[src/rtl/encoder_decoder_sdiv_seq.sv]
// encoder_decoder_sdiv_seq: restoring signed divider recovering a 13b unsigned activation
// from a 23b signed product and its 10b signed weight, one quotient bit per clock.
module encoder_decoder_sdiv_seq #(
    parameter int DIVIDEND_WIDTH = 23,
    parameter int DIVISOR_WIDTH  = 10,
    parameter int QUOT_WIDTH     = 13
) (
    input  logic                      ap_clk,
    input  logic                      ap_rst_n,
    input  logic                      ap_start,
    output logic                      ap_ready,
    output logic                      ap_idle,
    output logic                      ap_done,
    input  logic [DIVIDEND_WIDTH-1:0] din0,
    input  logic [DIVISOR_WIDTH-1:0]  din1,
    output logic [QUOT_WIDTH-1:0]     dout,
    output logic                      div_by_zero,
    output logic                      sat
);
    localparam int DW = DIVIDEND_WIDTH;
    localparam int VW = DIVISOR_WIDTH;
    localparam int QW = QUOT_WIDTH;
    localparam int RW = VW + 1;
    localparam int CW = $clog2(DW);

    typedef enum logic [1:0] {IDLE, CALC, FIX, DONE} state_t;

    state_t          r_state;
    logic [DW-1:0]   r_num;
    logic [DW-1:0]   r_q;
    logic [VW-1:0]   r_den;
    logic [RW-1:0]   r_rem;
    logic [CW-1:0]   r_cnt;
    logic            r_sign;
    logic            r_dz;
    logic [QW-1:0]   r_dout;
    logic            r_div_by_zero;
    logic            r_sat;
    logic            r_done;

    logic [DW-1:0]   w_mag0;
    logic [VW-1:0]   w_mag1;
    logic [RW-1:0]   w_sh;
    logic [RW-1:0]   w_sub;
    logic            w_ge;
    logic            w_big;

    // Two's-complement negate; the most negative dividend maps to 2^(DW-1), which still fits.
    assign w_mag0 = din0[DW-1] ? ~din0 + DW'(1) : din0;
    assign w_mag1 = din1[VW-1] ? ~din1 + VW'(1) : din1;
    assign w_sh   = {r_rem[VW-1:0], r_num[DW-1]};
    assign w_sub  = w_sh - {1'b0, r_den};
    assign w_ge   = w_sh >= {1'b0, r_den};
    assign w_big  = |r_q[DW-1:QW];

    assign ap_idle     = r_state == IDLE;
    assign ap_ready    = ap_start && r_state == IDLE;
    assign ap_done     = r_done;
    assign dout        = r_dout;
    assign div_by_zero = r_div_by_zero;
    assign sat         = r_sat;

    always_ff @(posedge ap_clk or negedge ap_rst_n) begin
        if (!ap_rst_n) begin
            r_state       <= IDLE;
            r_num         <= '0;
            r_q           <= '0;
            r_den         <= '0;
            r_rem         <= '0;
            r_cnt         <= '0;
            r_sign        <= 1'b0;
            r_dz          <= 1'b0;
            r_dout        <= '0;
            r_div_by_zero <= 1'b0;
            r_sat         <= 1'b0;
            r_done        <= 1'b0;
        end else begin
            case (r_state)
                IDLE: if (ap_start) begin
                    r_state <= CALC;
                    r_num   <= w_mag0;
                    r_den   <= w_mag1;
                    r_rem   <= '0;
                    r_q     <= '0;
                    r_cnt   <= '0;
                    r_sign  <= din0[DW-1] ^ din1[VW-1];
                    r_dz    <= din1 == '0;
                end
                CALC: begin
                    r_num   <= r_num << 1;
                    r_rem   <= w_ge ? w_sub : w_sh;
                    r_q     <= {r_q[DW-2:0], w_ge};
                    r_cnt   <= r_cnt == CW'(DW-1) ? '0 : r_cnt + CW'(1);
                    r_state <= r_cnt == CW'(DW-1) ? FIX : CALC;
                end
                FIX: begin
                    r_div_by_zero <= r_dz;
                    r_dout        <= (r_dz || r_q == '0 || r_sign) ? '0 : w_big ? {QW{1'b1}} : r_q[QW-1:0];
                    r_sat         <= !r_dz && r_q != '0 && (r_sign || w_big);
                    r_done        <= 1'b1;
                    r_state       <= DONE;
                end
                default: begin
                    r_done  <= 1'b0;
                    r_state <= IDLE;
                end
            endcase
        end
    end
endmodule

[config.mk]
export PLATFORM = sky130hd
export DESIGN_NAME = encoder_decoder_sdiv_seq
export DESIGN_NICKNAME = d
export VERILOG_FILES = /design/src/rtl/encoder_decoder_sdiv_seq.sv
export SDC_FILE = /design/constraint.sdc
export NUM_CORES = 1
export LEC_CHECK = 0
export CAP_MARGIN = 20
export CELL_PAD_IN_SITES_DETAIL_PLACEMENT = 1
export CELL_PAD_IN_SITES_GLOBAL_PLACEMENT = 1
export CORE_MARGIN = 3
export CORE_UTILIZATION = 45
export CTS_BUF_LIST = sky130_fd_sc_hd__clkbuf_4
export CTS_CLUSTER_SIZE = 25
export DETAILED_ROUTE_END_ITERATION = 10
export PLACE_DENSITY_LB_ADDON = 0.05
export SYNTH_ARGS = -nofsm -noshare
export SYNTH_HDL_FRONTEND = slang
export SYNTH_SLANG_ARGS = --single-unit
export TNS_END_PERCENT = 20
[constraint.sdc]
create_clock -name ap_clk -period 2.5 [get_ports ap_clk]
set_input_delay 0.75 -clock ap_clk [delete_from_list [all_inputs] [get_ports ap_clk]]
set_output_delay 0.75 -clock ap_clk [all_outputs]
set_load 0.01 [all_outputs]
### Yosys cells after proc, flatten, opt, wreduce, memory -nomap -nowiden

Index checks and enable logic that the tools add are counted.

| word-level totals | value |
|---|---|
| output and inout port bits | 18 |
| logic and storage cells | 58 |
| flip-flop bits (word level) | 91 |

| operators by class | value |
|---|---|
| muxes and demuxes | 18 |
| reduce and logical (&&, ||, !) cells | 16 |
| bitwise gates (word level) | 3 |
| equality and inequality tests | 4 |
| order comparisons | 1 |
| add/subtract/negate cells | 4 |

Operators by type and width:

| operator | number |
|---|---|
| $pmux 23 s2 | 2 |
| $mux 23 | 3 |
| $mux 10 | 3 |
| $mux 13 | 2 |
| $add 23x1->23 const B | 1 |
| $logic_not 23->1 | 1 |
| $not 23->23 | 1 |
| $reduce_bool 23->1 | 1 |
| $pmux 10 s2 | 1 |
| $ge 11x10->1 | 1 |
| $add 10x1->10 const B | 1 |
| $logic_not 10->1 | 1 |
| $mux 5 | 2 |
| $not 10->10 | 1 |
| $pmux 5 s2 | 1 |
| $reduce_or 10->1 | 1 |
| $sub 10x10->10 | 1 |
| $pmux 2 s3 | 1 |
| $add 5x1->5 const B | 1 |
| $eq 5x5->1 const B | 1 |
| $mux 2 | 2 |
| $reduce_and 2->1 | 2 |
| $logic_and 1x1->1 | 3 |
| $logic_or 1x1->1 | 3 |
| other kinds (9) | 9 |

### Longest topological paths before layout

Gate-level depths: netlist (run 1).

| logic depth | value |
|---|---|
| depth after elaboration | 5 |
| depth in mapped cells | 9 |
| gate-level depth less buffers | 9 |

### Worst setup path after synthesis (run 1)

Ideal clock, no wire load.

| timing path | value |
|---|---|
| path kind | input -> register |
| start point | input din0[1] |
| end point | register r_num[15] |
| setup time | 0.132 ns |
| arrival time | 2.372 ns |
| slack | -0.004 ns |
| stages on the path | 6 |
| required time | 2.368 ns |
| cell sequence | or4_1 > or4_4 > nor4_4 > nand2b_1 > mux2i_1 > o21ai_1 |

| on the way | value |
|---|---|
| longest elaborated chain between the ends | 5 |

RTL lines:

| what | RTL line | RTL |
|---|---|---|
| start, declared | 14 | `input logic [DIVIDEND_WIDTH-1:0] din0,` |
| $not 23->23 | 49 | `assign w_mag0 = din0[DW-1] ? ~din0 + DW'(1) : din0;` |
| $add 23x1->23 | 49 |  |
| $mux 23 | 49 |  |
| $mux 23 | 79 | `IDLE: if (ap_start) begin` |
| $pmux 23 s2 | 78 | `case (r_state)` |
| end signal, assigned | 81 | `r_num <= w_mag0;` |
| end signal, assigned | 90 | `r_num <= r_num << 1;` |
| end, declared | 29 | `logic [DW-1:0] r_num;` |

Every way passes these cells. The select of a mux whose other input is x is not followed.
A chain may end at the register's enable or synchronous reset.

### Worst setup path after layout (run 1)

| timing path | value |
|---|---|
| start point | input ap_start |
| end point | output ap_ready |

| on the way | value |
|---|---|
| longest elaborated chain between the ends | 1 |

RTL lines:

| what | RTL line | RTL |
|---|---|---|
| start, declared | 10 | `input logic ap_start,` |
| $logic_and 1x1->1 | 57 | `assign ap_ready = ap_start && r_state == IDLE;` |
| end, declared | 11 | `output logic ap_ready,` |

Every way passes these cells.

==> results.json, run 1 <==
{
  "syn_nets": 594,
  "vias": 4310,
  "hp-class": "primary input to asynchronous set/reset pin",
  "critical_path_arrival_ns": 1.68,
  "globalplace.congestion": 0.841,
  "crit_cells": 4,
  "cp-startpoint": "ap_start",
  "cp-start-kind": "primary input",
  "drt_wl_total_mm": 13.0,
  "core_area_sq_um": 10400,
  "wl_met3_um": 303,
  "area_growth_pct": 25.4,
  "slowest_delay_ns": 0.48,
  "setup_violations": 0,
  "cts-root-buf": "clkbuf_4",
  "timing.hold.ws_ns": 0.234,
  "skew_ns": 0.0170,
  "irDropWorstVdd_uv": 471,
  "die_y_um": 110,
  "antenna_found_initial": 0,
  "setup-tns-final_ns": 0,
  "synthDistinctLibCells": 44,
  "ys_seq_area_share_pct": 46.8,
  "path_clk_slew_ns": 0.15,
  "netlist_area_sq_um": 4870,
  "setup.worst_path.end": "ap_ready",
  "grt_first_pass_wirelength_mm": 21.7,
  "numCtsBuffers": 9,
  "cp_num_buf_inv": 3,
  "start_util_pct": 46.8,
  "grt_pass1_vias": 4466,
  "hpwl_mm": 9.60,
  "num-nets-final": 687,
  "firstDrtPassIters": 4,
  "grt_max_degree": 53,
  "io_pins": 54,
  "fill_cells": 1238,
  "setup.worst_path.class": "primary input to primary output",
  "slew_headroom_pct": 57.1,
  "tritoncts": "done",
  "crit_path_cell_trace": "clkdlybuf4s50_1, nand2_1, inv_2, clkdlybuf4s15_2",
  "worst_setup_path_end_kind": "primary output",
  "rows": 37,
  "multi_input_area_sq_um": 2460,
  "yosysWarningCount": 0,
  "leakage_nw": 2.76,
  "syn_area_per_cell_sq_um": 8.97,
  "ctsHoldBuffers": 0,
  "die_width_um": 110,
  "portBuffers": 53,
  "first_iter_violations": 148,
  "synth-seq-cells": 91,
  "placedCellCount": 757,
  "synth-edff-count": 0,
  "reg2regPathDepth": 9,
  "wl_met2_mm": 6.60,
  "via_per_inst": 5.55,
  "r2r-start": "r_den[7]$_DFFE_PN0P_",
  "cts_max_path_buffers": 2,
  "cts_sinks": 91,
  "num_antenna_cells": 0,
  "final_cell_count_no_fill": 777,
  "fmax_mhz": 411,
  "cts_max_level": 3,
  "grt_usage_pct": 22.8,
  "min_period_over_period_pct": 97.4,
  "cp_slowest_cell": "clkdlybuf4s50_1",
  "ant_nets": 0,
  "highest_layer": "met4",
  "post_drt_wl_per_cell_um": 16.7,
  "rsz0062_at_grt": "no",
  "slew_violations": 0,
  "power.density_nw_per_um2": 1110,
  "hold_violations": 0,
  "reg2reg_to": "r_rem[2]$_DFFE_PN0P_",
  "dieArea_sq_um": 12100,
  "synth_top_flop_cell": "dfrtp_1",
  "async_reset_ff_share_pct": 100,
  "drive_above_1_share_pct": 13.6,
  "required_ns": 1.75,
  "cp_top_family": "buffers and inverters",
  "cap_violations": 0,
  "status": "finished, final reports clean",
  "reg2reg_slack_ns": 0.15,
  "clock_latency_ns": 0.44,
  "wl_met1_mm": 5.90,
  "route.detailed.drc": 0,
  "tightest_slew_ns": 0.644,
  "syn_inst": 543,
  "grt_overflow": 0,
  "min_period_ns": 2.43,
  "worstPathMaxFanout": 2,
  "area.sequential_sq_um": 2280
}
-- metrics by stage --
| step | power (mW) | cell area, sq um | utilization (%) | worst slack, ns |
|---|---|---|---|---|
| after global routing | 7.36 | 6110 | 58.6 | 0.00248 |
| final | 6.76 | 6110 | 58.6 | 0.0662 |
| after detailed placement | 5.83 | 5900 | 56.6 | -0.579 |
| after global placement | 5.62 | 5900 | 56.6 | -0.526 |
| after CTS | 6.77 | 6080 | 58.4 | 0.00385 |
| after floorplan | 4.61 | 4870 | - | -0.00396 |
-- area by class of cell --
type	count	area share, %
Multi-Input combinational cell	406	40.2
Sequential cell	91	37.3
Timing Repair Buffer	110	16.0
Tap cell	136	2.79
Clock inverter	7	1.47
Clock buffer	9	1.11
Inverter	18	1.11
-- registers in the layout, indices dropped and copies added (netlist names) --
signal	cells
r_state	2
r_rem	10
div_by_zero	1
r_den	10
r_num	23
r_cnt	5
r_dz	1
r_sign	1
dout	13
r_q	23
sat	1
ap_done	1
-- metal layers --
layer	vias up	track usage [%]
li1	2107	-
met1	2131	29.6
met2	58	40.1
met3	14	2.45
met4	0	6.50
met5	-	0
-- how the worst min path moves through the flow --
stage / slack (ns) / to / depth (start not counted) / startpoint
after floorplan: 0.45 / ap_done$_DFFE_PN0N_ / 0 / ap_rst_n
final: 0.23 / r_q[22]$_DFFE_PN0P_ / 1 / ap_rst_n
after global routing: 0.23 / r_q[22]$_DFFE_PN0P_ / 1 / ap_rst_n
after detailed placement: 0.47 / dout[4]$_DFFE_PN0P_ / 2 / dout[4]$_DFFE_PN0P_
after CTS: 0.22 / r_q[22]$_DFFE_PN0P_ / 1 / ap_rst_n
after global placement: 0.47 / dout[6]$_DFFE_PN0P_ / 2 / dout[6]$_DFFE_PN0P_
-- report_power, final --
part | internal [mW] | switching (mW) | total [mW]
logic | 1.57 | 1.72 | 3.30
registers | 2.08 | 0.473 | 2.55
clock network | 0.403 | 0.509 | 0.912
-- cell usage after synthesis (all sizes together) (2+ instances only) --
master | number | area (sq um)
nand2 | 93 | 349
dfrtp | 91 | 2280
o21ai | 85 | 425
nor2 | 33 | 124
clkbuf | 26 | 97.6
a21oi | 21 | 105
xor2 | 20 | 175
inv | 18 | 67.6
ha | 14 | 175
a22oi | 12 | 90.1
nand2b | 12 | 75.1
nor3 | 10 | 50.1
a221o | 8 | 80.1
and3 | 8 | 50.1
nor4 | 8 | 80.1
o31ai | 8 | 60.1
xnor2 | 8 | 70.1
a22o | 7 | 61.3
nor2b | 7 | 43.8
nand3 | 6 | 30.0
a21o | 5 | 37.5
a31oi | 5 | 31.3
mux2i | 5 | 50.1
nand4 | 4 | 25.0
or4 | 4 | 33.8
a211o | 3 | 26.3
o41ai | 3 | 26.3
or3 | 3 | 18.8
buf | 2 | 7.51
mux2 | 2 | 22.5
nand3b | 2 | 15.0
nor3b | 2 | 15.0
-- logic make-up after synthesis --
family	share of synthesized area [%]
multiplexers	1.49
AND/OR/NAND/NOR	19.0
XOR/XNOR	5.04
AO/OA/AOI/OAI	20.2
flip-flops	46.8
buffers and inverters	3.55
adder cells (fa/ha/maj)	4.01
-- placed cells by master, fill, tap and decap left out, types with 5 or more instances in the layout --
cell | Yosys | final
nor3_1 | 10 | 9
a31oi_1 | 5 | 5
a22oi_1 | 12 | 12
xor2_1 | 20 | 20
and3_1 | 8 | 8
a21oi_1 | 21 | 20
nor2_1 | 33 | 32
buf_4 | 0 | 56
inv_1 | 18 | 17
a221o_1 | 8 | 8
o31ai_1 | 8 | 6
nand2b_1 | 12 | 12
xnor2_1 | 8 | 8
nand3_1 | 6 | 6
ha_1 | 14 | 13
nor4_1 | 6 | 6
o21ai_1 | 18 | 18
a22o_1 | 7 | 7
clkbuf_4 | 0 | 9
o21ai_0 | 67 | 67
nor2b_1 | 7 | 6
dfrtp_1 | 91 | 91
clkdlybuf4s50_1 | 0 | 48
mux2i_1 | 5 | 5
nand2_1 | 93 | 93
a21o_1 | 5 | 5
-- what timing repair did --
item | in CTS | in global routing
buffers inserted | 3 | 1
setup endpoints to repair | 4 | 19
gates resized for setup | 8 | 6
pin swaps | 3 | 2
Power figures use the tool's default switching activity.
==> inputs of run 2 (changes only) <==
--- a/config.mk
+++ b/config.mk
@@ -14,6 +14,7 @@
 export CTS_CLUSTER_SIZE = 25
 export DETAILED_ROUTE_END_ITERATION = 10
 export PLACE_DENSITY_LB_ADDON = 0.05
+export SLEW_MARGIN = 20
 export SYNTH_ARGS = -nofsm -noshare
 export SYNTH_HDL_FRONTEND = slang
 export SYNTH_SLANG_ARGS = --single-unit
==> results of run 2 <==
Same layout as run 1: the final DEF is identical, and so are final timing and power.
